**config.mk**
```make
export PLATFORM = sky130hd
export DESIGN_NAME = id_operand_stage
export DESIGN_NICKNAME = d
export VERILOG_FILES = /design/src/rtl/id_operand_stage.sv
export SDC_FILE = /design/constraint.sdc
export NUM_CORES = 1
export LEC_CHECK = 0
export CORE_AREA = 2 2 165 167
export DETAILED_ROUTE_END_ITERATION = 8
export DIE_AREA = 0 0 167 169
export GPL_TIMING_DRIVEN = 0
export PLACE_DENSITY = 0.6
export SLEW_MARGIN = 20
export SYNTH_ARGS = -nofsm -noshare
export SYNTH_HDL_FRONTEND = slang
export SYNTH_SLANG_ARGS = --single-unit
```
**constraint.sdc**
```tcl
create_clock -name clk -period 29 [get_ports clk]
set_input_delay 5.8 -clock clk [delete_from_list [all_inputs] [get_ports clk]]
set_output_delay 5.8 -clock clk [all_outputs]
set_load 0.005 [all_outputs]
```
**src/rtl/id_operand_stage.sv**
```systemverilog
// ---------------------------------------------------------------------------
// id_operand_stage
//
// Decode-stage slot of the 5-stage pipeline, sitting between IF and EXE.
// It holds one instruction bundle, drives the register-file read addresses
// from that bundle and resolves both source operands through a priority
// bypass network fed by NUM_FWD downstream producer stages. The slot stalls
// only when the youngest matching producer has not produced its result yet
// (load-use), honours a flush from later stages and counts stall cycles.
//
// Parameters:
//   DW       operand / register data width
//   AW       register address width
//   NUM_FWD  number of bypass sources; index 0 is the youngest (EXE)
//   CW       stall counter width
//
// Ports:
//   clk, reset                 clock, synchronous active-high reset
//   in_valid / in_allowin      handshake with IF
//   in_pc, in_inst             incoming instruction PC and word
//   in_ren                     source-read enables {src2, src1}
//   in_raddr1, in_raddr2       incoming source register numbers
//   rf_raddr1/2, rf_rdata1/2   register file read port (combinational read)
//   fwd_we, fwd_ready          per producer: writes a GPR / result available
//   fwd_addr, fwd_data         per producer destination and result, packed
//                              at [i*AW +: AW] and [i*DW +: DW]
//   flush                      kill the held bundle and drop any incoming one
//   out_valid / out_allowin    handshake with EXE
//   out_pc, out_inst           held PC and instruction word
//   out_src1, out_src2         resolved operands
//   stall_cnt                  saturating count of hazard-stall cycles
// ---------------------------------------------------------------------------
module id_operand_stage #(
    parameter int DW      = 32,
    parameter int AW      = 5,
    parameter int NUM_FWD = 3,
    parameter int CW      = 16
) (
    input  logic                    clk,
    input  logic                    reset,

    input  logic                    in_valid,
    output logic                    in_allowin,
    input  logic [31:0]             in_pc,
    input  logic [31:0]             in_inst,
    input  logic [1:0]              in_ren,
    input  logic [AW-1:0]           in_raddr1,
    input  logic [AW-1:0]           in_raddr2,

    output logic [AW-1:0]           rf_raddr1,
    output logic [AW-1:0]           rf_raddr2,
    input  logic [DW-1:0]           rf_rdata1,
    input  logic [DW-1:0]           rf_rdata2,

    input  logic [NUM_FWD-1:0]      fwd_we,
    input  logic [NUM_FWD-1:0]      fwd_ready,
    input  logic [NUM_FWD*AW-1:0]   fwd_addr,
    input  logic [NUM_FWD*DW-1:0]   fwd_data,

    input  logic                    flush,

    output logic                    out_valid,
    input  logic                    out_allowin,
    output logic [31:0]             out_pc,
    output logic [31:0]             out_inst,
    output logic [DW-1:0]           out_src1,
    output logic [DW-1:0]           out_src2,
    output logic [CW-1:0]           stall_cnt
);

    // ------------------------------------------------------------------
    // Held bundle
    // ------------------------------------------------------------------
    logic              valid_q;
    logic [31:0]       pc_q;
    logic [31:0]       inst_q;
    logic [1:0]        ren_q;
    logic [AW-1:0]     raddr1_q;
    logic [AW-1:0]     raddr2_q;
    logic [CW-1:0]     stall_cnt_q;

    logic              blocked1;
    logic              blocked2;
    logic              ready_go;
    logic              load_bundle;
    logic              stall_cycle;

    // ------------------------------------------------------------------
    // Operand resolution for one source.
    // Returns {blocked, operand}. The youngest producer writing the
    // source register decides: its result if ready, otherwise the source
    // is blocked and older producers are not consulted. r0 always reads
    // as zero and never waits on a producer.
    // ------------------------------------------------------------------
    function automatic logic [DW:0] resolve_src(
        input logic                  ren,
        input logic [AW-1:0]         raddr,
        input logic [DW-1:0]         rdata,
        input logic [NUM_FWD-1:0]    we,
        input logic [NUM_FWD-1:0]    rdy,
        input logic [NUM_FWD*AW-1:0] addr,
        input logic [NUM_FWD*DW-1:0] data
    );
        logic          found;
        logic          blocked;
        logic [DW-1:0] value;
        found   = 1'b0;
        blocked = 1'b0;
        value   = rdata;
        if (ren) begin
            if (raddr == '0) begin
                value = '0;
            end else begin
                // Scan youngest first; the first match shadows the rest.
                for (int i = 0; i < NUM_FWD; i++) begin
                    if (!found && we[i] && (addr[i*AW +: AW] == raddr)) begin
                        found = 1'b1;
                        if (rdy[i]) begin
                            value = data[i*DW +: DW];
                        end else begin
                            blocked = 1'b1;
                        end
                    end
                end
            end
        end
        return {blocked, value};
    endfunction

    // NOTE: every signal driven here gets a value on every path (defaults
    // first), so no latch is inferred.
    always_comb begin
        logic [DW:0] r1;
        logic [DW:0] r2;
        r1 = resolve_src(ren_q[0], raddr1_q, rf_rdata1,
                         fwd_we, fwd_ready, fwd_addr, fwd_data);
        r2 = resolve_src(ren_q[1], raddr2_q, rf_rdata2,
                         fwd_we, fwd_ready, fwd_addr, fwd_data);
        blocked1 = r1[DW];
        blocked2 = r2[DW];
        out_src1 = r1[DW-1:0];
        out_src2 = r2[DW-1:0];
    end

    // ------------------------------------------------------------------
    // Handshake
    // ------------------------------------------------------------------
    assign ready_go    = ~(blocked1 | blocked2);
    assign out_valid   = valid_q & ready_go & ~flush;
    assign in_allowin  = ~valid_q | (ready_go & out_allowin);
    assign load_bundle = in_valid & in_allowin & ~flush;
    assign stall_cycle = valid_q & ~ready_go & ~flush;

    // NOTE: sequential state is updated with non-blocking assignments only,
    // so every register samples the pre-edge values of its inputs.
    always_ff @(posedge clk) begin
        if (reset) begin
            valid_q <= 1'b0;
        end else if (flush) begin
            valid_q <= 1'b0;
        end else if (in_allowin) begin
            valid_q <= in_valid;
        end
    end

    // NOTE: the payload carries no reset; valid_q qualifies it, and leaving
    // it unreset keeps the reset net off these wide datapath registers.
    always_ff @(posedge clk) begin
        if (load_bundle) begin
            pc_q     <= in_pc;
            inst_q   <= in_inst;
            ren_q    <= in_ren;
            raddr1_q <= in_raddr1;
            raddr2_q <= in_raddr2;
        end
    end

    // Saturating hazard-stall counter: a flushed stall cycle is not counted.
    always_ff @(posedge clk) begin
        if (reset) begin
            stall_cnt_q <= '0;
        end else if (stall_cycle && (stall_cnt_q != {CW{1'b1}})) begin
            stall_cnt_q <= stall_cnt_q + 1'b1;
        end
    end

    assign rf_raddr1 = raddr1_q;
    assign rf_raddr2 = raddr2_q;
    assign out_pc    = pc_q;
    assign out_inst  = inst_q;
    assign stall_cnt = stall_cnt_q;

endmodule

```
==> results.cfg, run 1 <==
[status]
status = complete, no violations

[placement]
detailed_place_hpwl_mm = 23.19
placed_area_um2 = 10620
portBuffers = 416
gp_congestion = 0.8913

[clocking]
cts_max_level = 3
cts_resized = 0
cts_setup_buffers = 0
cts_buffers = 9
clk_pin_slew_ns = 0.07
clockBufferDepth = 2
cts_tree = done
cts-root-buf = clkbuf_16
insertion_delay_ns = 0.35
clock_sinks = 93
cts_hold_buf = 0

[synth]
synth_flop_cell = edfxtp_1
ys_seq_area_share_pct = 44.02
synth-seq-cells = 93
syn-cell-area_um2 = 5957
synth.distinct_cells = 51
synth_top_cells_by_area = edfxtp_1 (38%), mux2i_1 (11%), a32oi_1 (9.4%)
synth_edf_count = 76
synth_top_area_cell = edfxtp_1
synth_top_area_share_pct = 38.31
synth.avg_cell_area_um2 = 9.670
syn_inst = 616
synth_nets = 879
ys_top_cells_by_count = a21oi_1 (76), edfxtp_1 (76), nor2_1 (76)
synthArstFlopShare_pct = 0
synth_warnings = 0

[die]
row_count = 60
start_util_pct = 22.48
dieArea_um2 = 28220
io-pin-count = 418
die_h_um = 169
die_width_um = 167
coreArea_um2 = 26500

[sta]
skew_ns = 0.01836
rsz0062_at_grt = no
setup_tns_ns = 0
finalSetupViolations = 0
hold_viol = 0
maxSlewViolCount = 0
relSlewSlack_pct = 36.37
max_freq_mhz = 66.21
fin_crit_ns = 15.10
finalCritPeriodShare_pct = 52.08
tightest_slew_ns = 0.9472

[setup_path]
path_cells = clkdlybuf4s50_1 > xor2_1 > nor4_1 > nand3_1 > nor3_1 > nand2b_1 > clkbuf_1 > o21ai_0 > clkdlybuf4s50_1
cp.arrival_ns = 9.30
crit_start = fwd_addr[11]
crit_required_ns = 23.20
worst-path-buf-inv = 3
cpMostUsedCell = clkdlybuf4s50_1
cp_slowest_cell = nor3_1
setup.worst_path.class = in -> out
start_kind = primary input
end_kind = output port
reg2reg_from = rf_raddr1[2]
critical_path.max_fanout = 10
crit_family = simple AND/OR/NAND/NOR gates
slowest_delay_ns = 0.80

[finish]
finish.utilization_pct = 41.18
multi_input_area_um2 = 3089
seq_area_um2 = 2623
syn2layout_area_growth_pct = 83.20
drive_gt1_share_pct = 4.167
n_fill_cell = 2634
postLayoutCellArea_um2 = 10910
nets = 1314

[power]
max-vdd-ir-drop_mv = 0.05167
powerDensity_nw_per_um2 = 33.33
p_leak_nw = 3.857

[routing]
wl_per_cell_um = 21.22
drt_iter0_drc = 550
routed-via-count = 7123
viasPerCell = 5.095
drtAntennaViolNets = 0
wl_mm = 29.67
drc = 0
drt_pass1_iterations = 5

[grt]
antenna_found_initial = 5
grt_overflow_total = 0
grt_pass1_vias = 7293
track_usage_pct = 19.91
grt_first_pass_wirelength_mm = 43.64
grt_max_degree = 19

[min_path]
hp-start = stall_cnt[10]
hold_class = reg -> reg

[run]
maxCapViolations = 0
==> cell families after synthesis <==
| logic type | Yosys count | share of synthesized area (%) |
|---|---|---|
| compound gates | 225 | 23.92 |
| simple gates | 142 | 11.66 |
| flops | 93 | 44.02 |
| mux | 67 | 11.28 |
| buf+inv | 56 | 4.201 |
| xor+xnor | 32 | 4.705 |
| fa+ha+maj | 1 | 0.2100 |
==> final cells by class <==
cell class | count | area share (%)
Antenna cell | 1 | 0.02293
Buffer | 50 | 2.087
Clock buffer | 10 | 2.098
Clock inverter | 6 | 0.5618
Inverter | 6 | 0.2064
Multi-Input combinational cell | 467 | 28.31
Sequential cell | 93 | 24.03
Tap cell | 341 | 3.910
Timing Repair Buffer | 424 | 38.78
==> power breakdown <==
group	switching, mW	internal, mW
registers	0.00263	0.150
logic	0.0362	0.0601
clock network	0.0544	0.0605
total	0.0933	0.271
==> per-layer routing <==
metal / GRT usage [%] / vias up / share of wire, %
met5: 0 / - / 0.044
met4: 7.684 / 2 / 2.8
met3: 6.219 / 52 / 10
met2: 34.16 / 449 / 48
met1: 23.27 / 3358 / 39
li1: - / 3262 / -
==> worst paths after layout <==
check | to | slack (ns) | depth (start not counted)
worst max-delay path | out_src2[4] | 13.90 | 9
worst min-delay path | stall_cnt[10] | 0.51 | 2
worst max register to register | out_pc[7] | 25.19 | 12
worst min register to register | stall_cnt[10] | 0.51 | 2
==> worst register-to-register path, delay by kind of cell, from the launching register on <==
kind                      cells  cell delay (ns)
and+or+nand+nor               5             1.56
xor gates and xnor gates      1             0.19
buffers and inverters         4             0.82
DFF                           1             0.51
AOI/OAI and AO/OA             2             0.43
==> per-stage QoR <==
| step | hold WS [ns] | worst slack (ns) | instances | power, mW |
|---|---|---|---|---|
| final | 0.5129 | 13.90 | 1398 | 0.3638 |
| after global routing | 0.5594 | 13.66 | 1397 | 0.3783 |
| after CTS | 0.5123 | 13.86 | 1397 | 0.3665 |
| after detailed placement | 0.4939 | 13.88 | 1381 | 0.2512 |
| after global placement | 0.4862 | 12.39 | 1373 | 0.2509 |
| after floorplan | 0.4807 | 15.72 | 616 | 0.1799 |
==> flip-flops by register name, summed over array words and instances, names as in the netlist <==
| name | flops |
|---|---|
| out_inst | 32 |
| out_pc | 32 |
| stall_cnt | 16 |
| rf_raddr1 | 5 |
| rf_raddr2 | 5 |
| ren_q | 2 |
| valid_q | 1 |
==> placed cells by master, fill, tap and decap left out, types with 13 or more instances in the layout <==
cell type / count
edfxtp_1: 76
a32oi_1: 64
mux2i_1: 66
dfxtp_1: 17
a21oi_1: 76
nand3_1: 13
o21ai_0: 65
xor2_1: 22
nor2_1: 76
clkdlybuf4s50_1: 416
clkbuf_1: 36
No activity file was read; power rests on OpenSTA's default activity.
==> inputs of run 2 (changes only) <==
--- a/config.mk
+++ b/config.mk
@@ -5,11 +5,11 @@
 export SDC_FILE = /design/constraint.sdc
 export NUM_CORES = 1
 export LEC_CHECK = 0
-export CORE_AREA = 2 2 165 167
+export CORE_AREA = 2 2 162 164
 export DETAILED_ROUTE_END_ITERATION = 8
-export DIE_AREA = 0 0 167 169
+export DIE_AREA = 0 0 164 166
 export GPL_TIMING_DRIVEN = 0
-export PLACE_DENSITY = 0.6
+export PLACE_DENSITY = 0.64
 export SLEW_MARGIN = 20
 export SYNTH_ARGS = -nofsm -noshare
 export SYNTH_HDL_FRONTEND = slang
==> constraint.sdc (replaced) <==
create_clock -name clk -period 12.5 [get_ports clk]
set_input_delay 2.5 -clock clk [delete_from_list [all_inputs] [get_ports clk]]
set_output_delay 2.5 -clock clk [all_outputs]
set_load 0.005 [all_outputs]
==> run 2 against run 1 <==
Against the previous run:
- utilization increased by 1.5 points
- global-route usage increased by 0.90 points
- clock skew decreased by 0.0061 ns
- clock power increased by 140%
- via count decreased by 1.4%
- total power increased by 130%
- clock-buffer cell count decreased by 1
- die area decreased by 3.5%
- sequential power increased by 130%
- register-to-register slack got worse by 17 ns
- critical path type unchanged
- highest routed layer unchanged
==> results.cfg, run 2 (same netlist as run 1, synthesis figures left out) <==
[status]
status = complete, no violations

[power]
total_power_uw = 852.9
p_leak_nw = 3.865
max-vdd-ir-drop_mv = 0.08551
powerDensity_nw_per_um2 = 78.08

[die]
io-pin-count = 418
coreArea_um2 = 25620
die_h_um = 166
start_util_pct = 23.26
dieArea_um2 = 27220
row_count = 59
die_width_um = 164

[setup_path]
rrSetupSlack_ns = 8.59
setup.worst_path.class = in -> out
rr_endpoint = out_inst[12]
start_kind = primary input
critical_path.max_fanout = 10
reg2reg_from = rf_raddr1[2]
cp.arrival_ns = 6.04
end_kind = output port
reg2regPathDepth = 12
crit_required_ns = 10.00

[finish]
postLayoutCellArea_um2 = 10920
drive_gt1_share_pct = 4.261
n_fill_cell = 2528
final_cell_mix = clkdlybuf4s50_1 (416), nor2_1 (76), a21oi_1 (76), edfxtp_1 (76), mux2i_1 (66)
nets = 1314
layout_commonest_cell = clkdlybuf4s50_1
syn2layout_area_growth_pct = 83.37

[placement]
placed_area_um2 = 10620
detailed_place_hpwl_mm = 23.49
post-place-ws_ns = 3.983
portBuffers = 416
gp_congestion = 0.9107

[sta]
setup_slack_ns = 3.958
finalSetupViolations = 0
hold_viol = 0
finalCritPeriodShare_pct = 68.34
fin_crit_ns = 8.542
max_freq_mhz = 117.1
skew_ns = 0.01224
maxSlewViolCount = 0
setup_tns_ns = 0
tightest_slew_ns = 1.113
rsz0062_at_grt = no
relSlewSlack_pct = 25.26

[routing]
drc = 0
wl_per_cell_um = 21.56
drt_iter0_drc = 426
drt_pass1_iterations = 5
wl_mm = 30.01
drtAntennaViolNets = 0
routed-via-count = 7025
viasPerCell = 5.047

[run]
maxCapViolations = 0

[clocking]
clockBufferDepth = 2
insertion_delay_ns = 0.34
cts_max_level = 3
cts_resized = 0
cts_hold_buf = 0
cts_setup_buffers = 0
clock_sinks = 93
clk_pin_slew_ns = 0.07
cts_tree = done
cts_buffers = 9
cts-root-buf = clkbuf_16

[grt]
track_usage_pct = 20.81
grt_overflow_total = 0
grt_first_pass_wirelength_mm = 43.48
grt_pass1_vias = 7193
antenna_found_initial = 3
grt_max_degree = 20

[min_path]
hold_class = reg -> reg
worstHoldEndpoint = stall_cnt[8]
hp-start = stall_cnt[8]
hold_depth = 2
## run 2: cell count changes in the layout (fill, tap and decap cells not counted)
cell      before  now
buf_4          9    7
buf_6          5    7
clkbuf_1      36   35
clkinv_4       0    1
inv_6          3    1
inv_8          1    3
## run 2: area by class of cell
| class | instances | area (um^2) | area share, % |
|---|---|---|---|
| multi-input cells | 467 | 3089 | 28.28 |
| clock inverters | 7 | 75.07 | 0.6873 |
| inverters | 6 | 22.52 | 0.2062 |
| well taps | 335 | 419.2 | 3.837 |
| flip-flops and latches | 93 | 2623 | 24.01 |
| diodes | 1 | 2.502 | 0.02291 |
| plain buffers | 50 | 227.7 | 2.085 |
| repair buffers | 424 | 4239 | 38.81 |
| clock buffers | 9 | 225.2 | 2.062 |
## run 2: power by group
group | switching [mW] | total [mW] | internal (mW) | leakage, nW
registers | 0.00582 | 0.353 | 0.348 | 0.848
logic | 0.0835 | 0.223 | 0.140 | 2.87
clock network | 0.134 | 0.276 | 0.142 | 0.145
## run 2: per-layer routing
metal	part of all wire, %	wire length (um)	vias to the layer above	global-route usage, %
li1	-	-	3263	-
met1	38	11310	3316	23.18
met2	50	14960	393	37.82
met3	9.9	2963	49	6.194
met4	2.5	748	4	6.217
met5	0.10	30	-	0
## run 2: stage by stage
| stage | utilization (%) | hold WS (ns) | instances |
|---|---|---|---|
| floorplan | - | 0.4807 | 616 |
| global placement | 41.15 | 0.4767 | 1367 |
| detailed placement | 41.46 | 0.5008 | 1375 |
| CTS | 42.63 | 0.5118 | 1391 |
| global route | 42.63 | 0.5270 | 1391 |
| finish | 42.64 | 0.5068 | 1392 |
## run 2: worst max-delay path by stage
| stage | from | to | slack (ns) | depth (start not counted) |
|---|---|---|---|---|
| 3_3_place_gp | fwd_addr[2] | rf_raddr1[4] | -0.76 | 9 |
| 3_5_place_dp | fwd_addr[11] | out_src2[2] | 3.98 | 9 |
| 5_1_grt | fwd_addr[11] | out_src2[29] | 3.82 | 9 |
| 2_1_floorplan | fwd_addr[5] | out_inst[0] | 2.52 | 8 |
| 6_report | fwd_addr[11] | out_src2[29] | 3.96 | 9 |
| 4_1_cts | fwd_addr[11] | out_src2[2] | 3.96 | 9 |
## run 2: worst max-delay path: stages
cell and delay (ns):
clkdlybuf4s50_1 0.46, xor2_1 0.17, nor4_1 0.30, nand3_1 0.18, nor3_1 0.92, nand2b_1 0.33, clkbuf_1 0.43, o21ai_0 0.23
clkdlybuf4s50_1 0.51
==> inputs of run 3 (changes only) <==
==> constraint.sdc (replaced) <==
create_clock -name clk -period 7.1 [get_ports clk]
set_input_delay 1.42 -clock clk [delete_from_list [all_inputs] [get_ports clk]]
set_output_delay 1.42 -clock clk [all_outputs]
set_load 0.005 [all_outputs]
==> run 3 against run 2 <==
Against the previous run:
- combinational power grew 76%
- first-iteration DRC count grew 31%
- flip-flop and latch count is the same
- total power grew 75%
- setup slack lost 3.2 ns
- clock skew shrank 0.0055 ns
- sequential share of layout area is essentially flat
- non-clock buffer count shrank 3
- die area is the same
- critical endpoint is now out_src2[26]
- clock power grew 74%
==> results.cfg, run 3 (same netlist as run 1, synthesis figures left out) <==
[clocking]
cts_max_level = 3
clk_pin_slew_ns = 0.07
clockBufferDepth = 2
insertion_delay_ns = 0.35
cts_tree = done
cts_hold_buf = 0
cts_resized = 0
cts_setup_buffers = 0
clock_sinks = 93
cts_buffers = 9
cts-root-buf = clkbuf_16

[sta]
setup_tns_ns = 0
skew_ns = 0.006744
relSlewSlack_pct = 31.07
rsz0062_at_grt = no
hold_viol = 0
setup_slack_ns = 0.7507
maxSlewViolCount = 0
finalCritPeriodShare_pct = 89.43
tightest_slew_ns = 1.026
max_freq_mhz = 157.5
finalSetupViolations = 0
fin_crit_ns = 6.349

[routing]
routed-via-count = 7069
wl_per_cell_um = 21.01
drt_pass1_iterations = 5
drtAntennaViolNets = 0
wl_mm = 29.20
drc = 0
drt_iter0_drc = 558
viasPerCell = 5.086

[finish]
layout_commonest_cell = clkdlybuf4s50_1
drive_gt1_share_pct = 3.989
final_cell_mix = clkdlybuf4s50_1 (416), nor2_1 (76), a21oi_1 (76), edfxtp_1 (76), mux2i_1 (66)
seq_area_um2 = 2623
nets = 1311
multi_input_area_um2 = 3095
syn2layout_area_growth_pct = 83.34
n_fill_cell = 2494
fin_cells = 1390

[power]
max-vdd-ir-drop_mv = 0.1492
p_leak_nw = 3.858
total_power_mw = 1.495
powerDensity_nw_per_um2 = 136.9

[grt]
antenna_found_initial = 3
grt_pass1_vias = 7225
grt_first_pass_wirelength_mm = 42.38
grt_max_degree = 20
grt_overflow_total = 0
track_usage_pct = 20.41

[setup_path]
cp.arrival_ns = 4.93
start_kind = primary input
cp_slowest_cell = nor3_1
path_cells = clkdlybuf4s50_1 > xor2_1 > nor4_1 > nand3_1 > nor3_1 > nand2b_1 > clkbuf_1 > o21ai_0 > clkdlybuf4s50_1
setup.worst_path.class = in -> out
critical_path.max_fanout = 10
slowest_delay_ns = 0.86
end_kind = output port
cpMostUsedCell = clkdlybuf4s50_1
crit_required_ns = 5.68

[min_path]
hold_class = reg -> reg

[die]
die_width_um = 164
start_util_pct = 23.26
io-pin-count = 418
row_count = 59
coreArea_um2 = 25620
die_h_um = 166
dieArea_um2 = 27220

[placement]
post-place-ws_ns = 0.6263
dp_cells = 1372
gp_congestion = 0.9227
portBuffers = 416
detailed_place_hpwl_mm = 22.92

[status]
status = complete, no violations

[run]
maxCapViolations = 0
run 3: cell count changes in the layout (fill, tap and decap cells not counted), sizes merged:
cell      delta
buf          -3
clkinv       +2
clkinvlp     -1
diode        +1
inv          -1
run 3: through the flow:
stage | hold WS [ns] | utilization, % | cell area, um^2
after global routing | 0.5391 | 42.63 | 10920
after detailed placement | 0.4973 | 41.44 | 10620
after global placement | 0.4780 | 41.17 | 10550
after floorplan | 0.4807 | - | 5962
final | 0.5075 | 42.64 | 10920
after CTS | 0.5083 | 42.62 | 10920
run 3: critical path, delay by kind of cell:
family / cells / cell delay, ns
buffers and inverters: 3 / 1.40
AO/OA/AOI/OAI: 1 / 0.23
XOR/XNOR: 1 / 0.16
AND/OR/NAND/NOR: 4 / 1.71
run 3: final cells by class:
| type | count | share of cell area, % |
|---|---|---|
| timing repair buffer | 421 | 38.71 |
| buffer | 50 | 2.085 |
| antenna | 2 | 0.04582 |
| clock inverter | 7 | 0.6988 |
| inverter | 6 | 0.2062 |
| clock buffer | 9 | 2.062 |
| sequential | 93 | 24.01 |
| tap | 335 | 3.838 |
| multi-input combinational | 467 | 28.34 |
run 3: metal layers:
metal  up-vias  global-route usage [%]  share of wire [%]
met5         -                       0              0.045
met4         2                   7.818                3.3
met3        63                   5.894                 11
li1       3263                       -                  -
met2       441                   35.86                 49
met1      3300                   23.19                 37
run 3: final timing paths:
path / startpoint / to / slack [ns] / cells after the start
hold reg to reg: stall_cnt[8] / stall_cnt[8] / 0.51 / 2
setup / recovery: fwd_addr[11] / out_src2[26] / 0.75 / 9
setup reg to reg: rf_raddr1[2] / out_pc[8] / 3.65 / 10
hold / removal: stall_cnt[8] / stall_cnt[8] / 0.51 / 2
run 3: report_power, final:
part	leakage (nW)	internal [mW]	switching [mW]	total (mW)
Combinational	2.86	0.246	0.146	0.392
Sequential	0.848	0.612	0.00964	0.622
Clock	0.148	0.250	0.231	0.481
Total	3.86	1.11	0.387	1.50
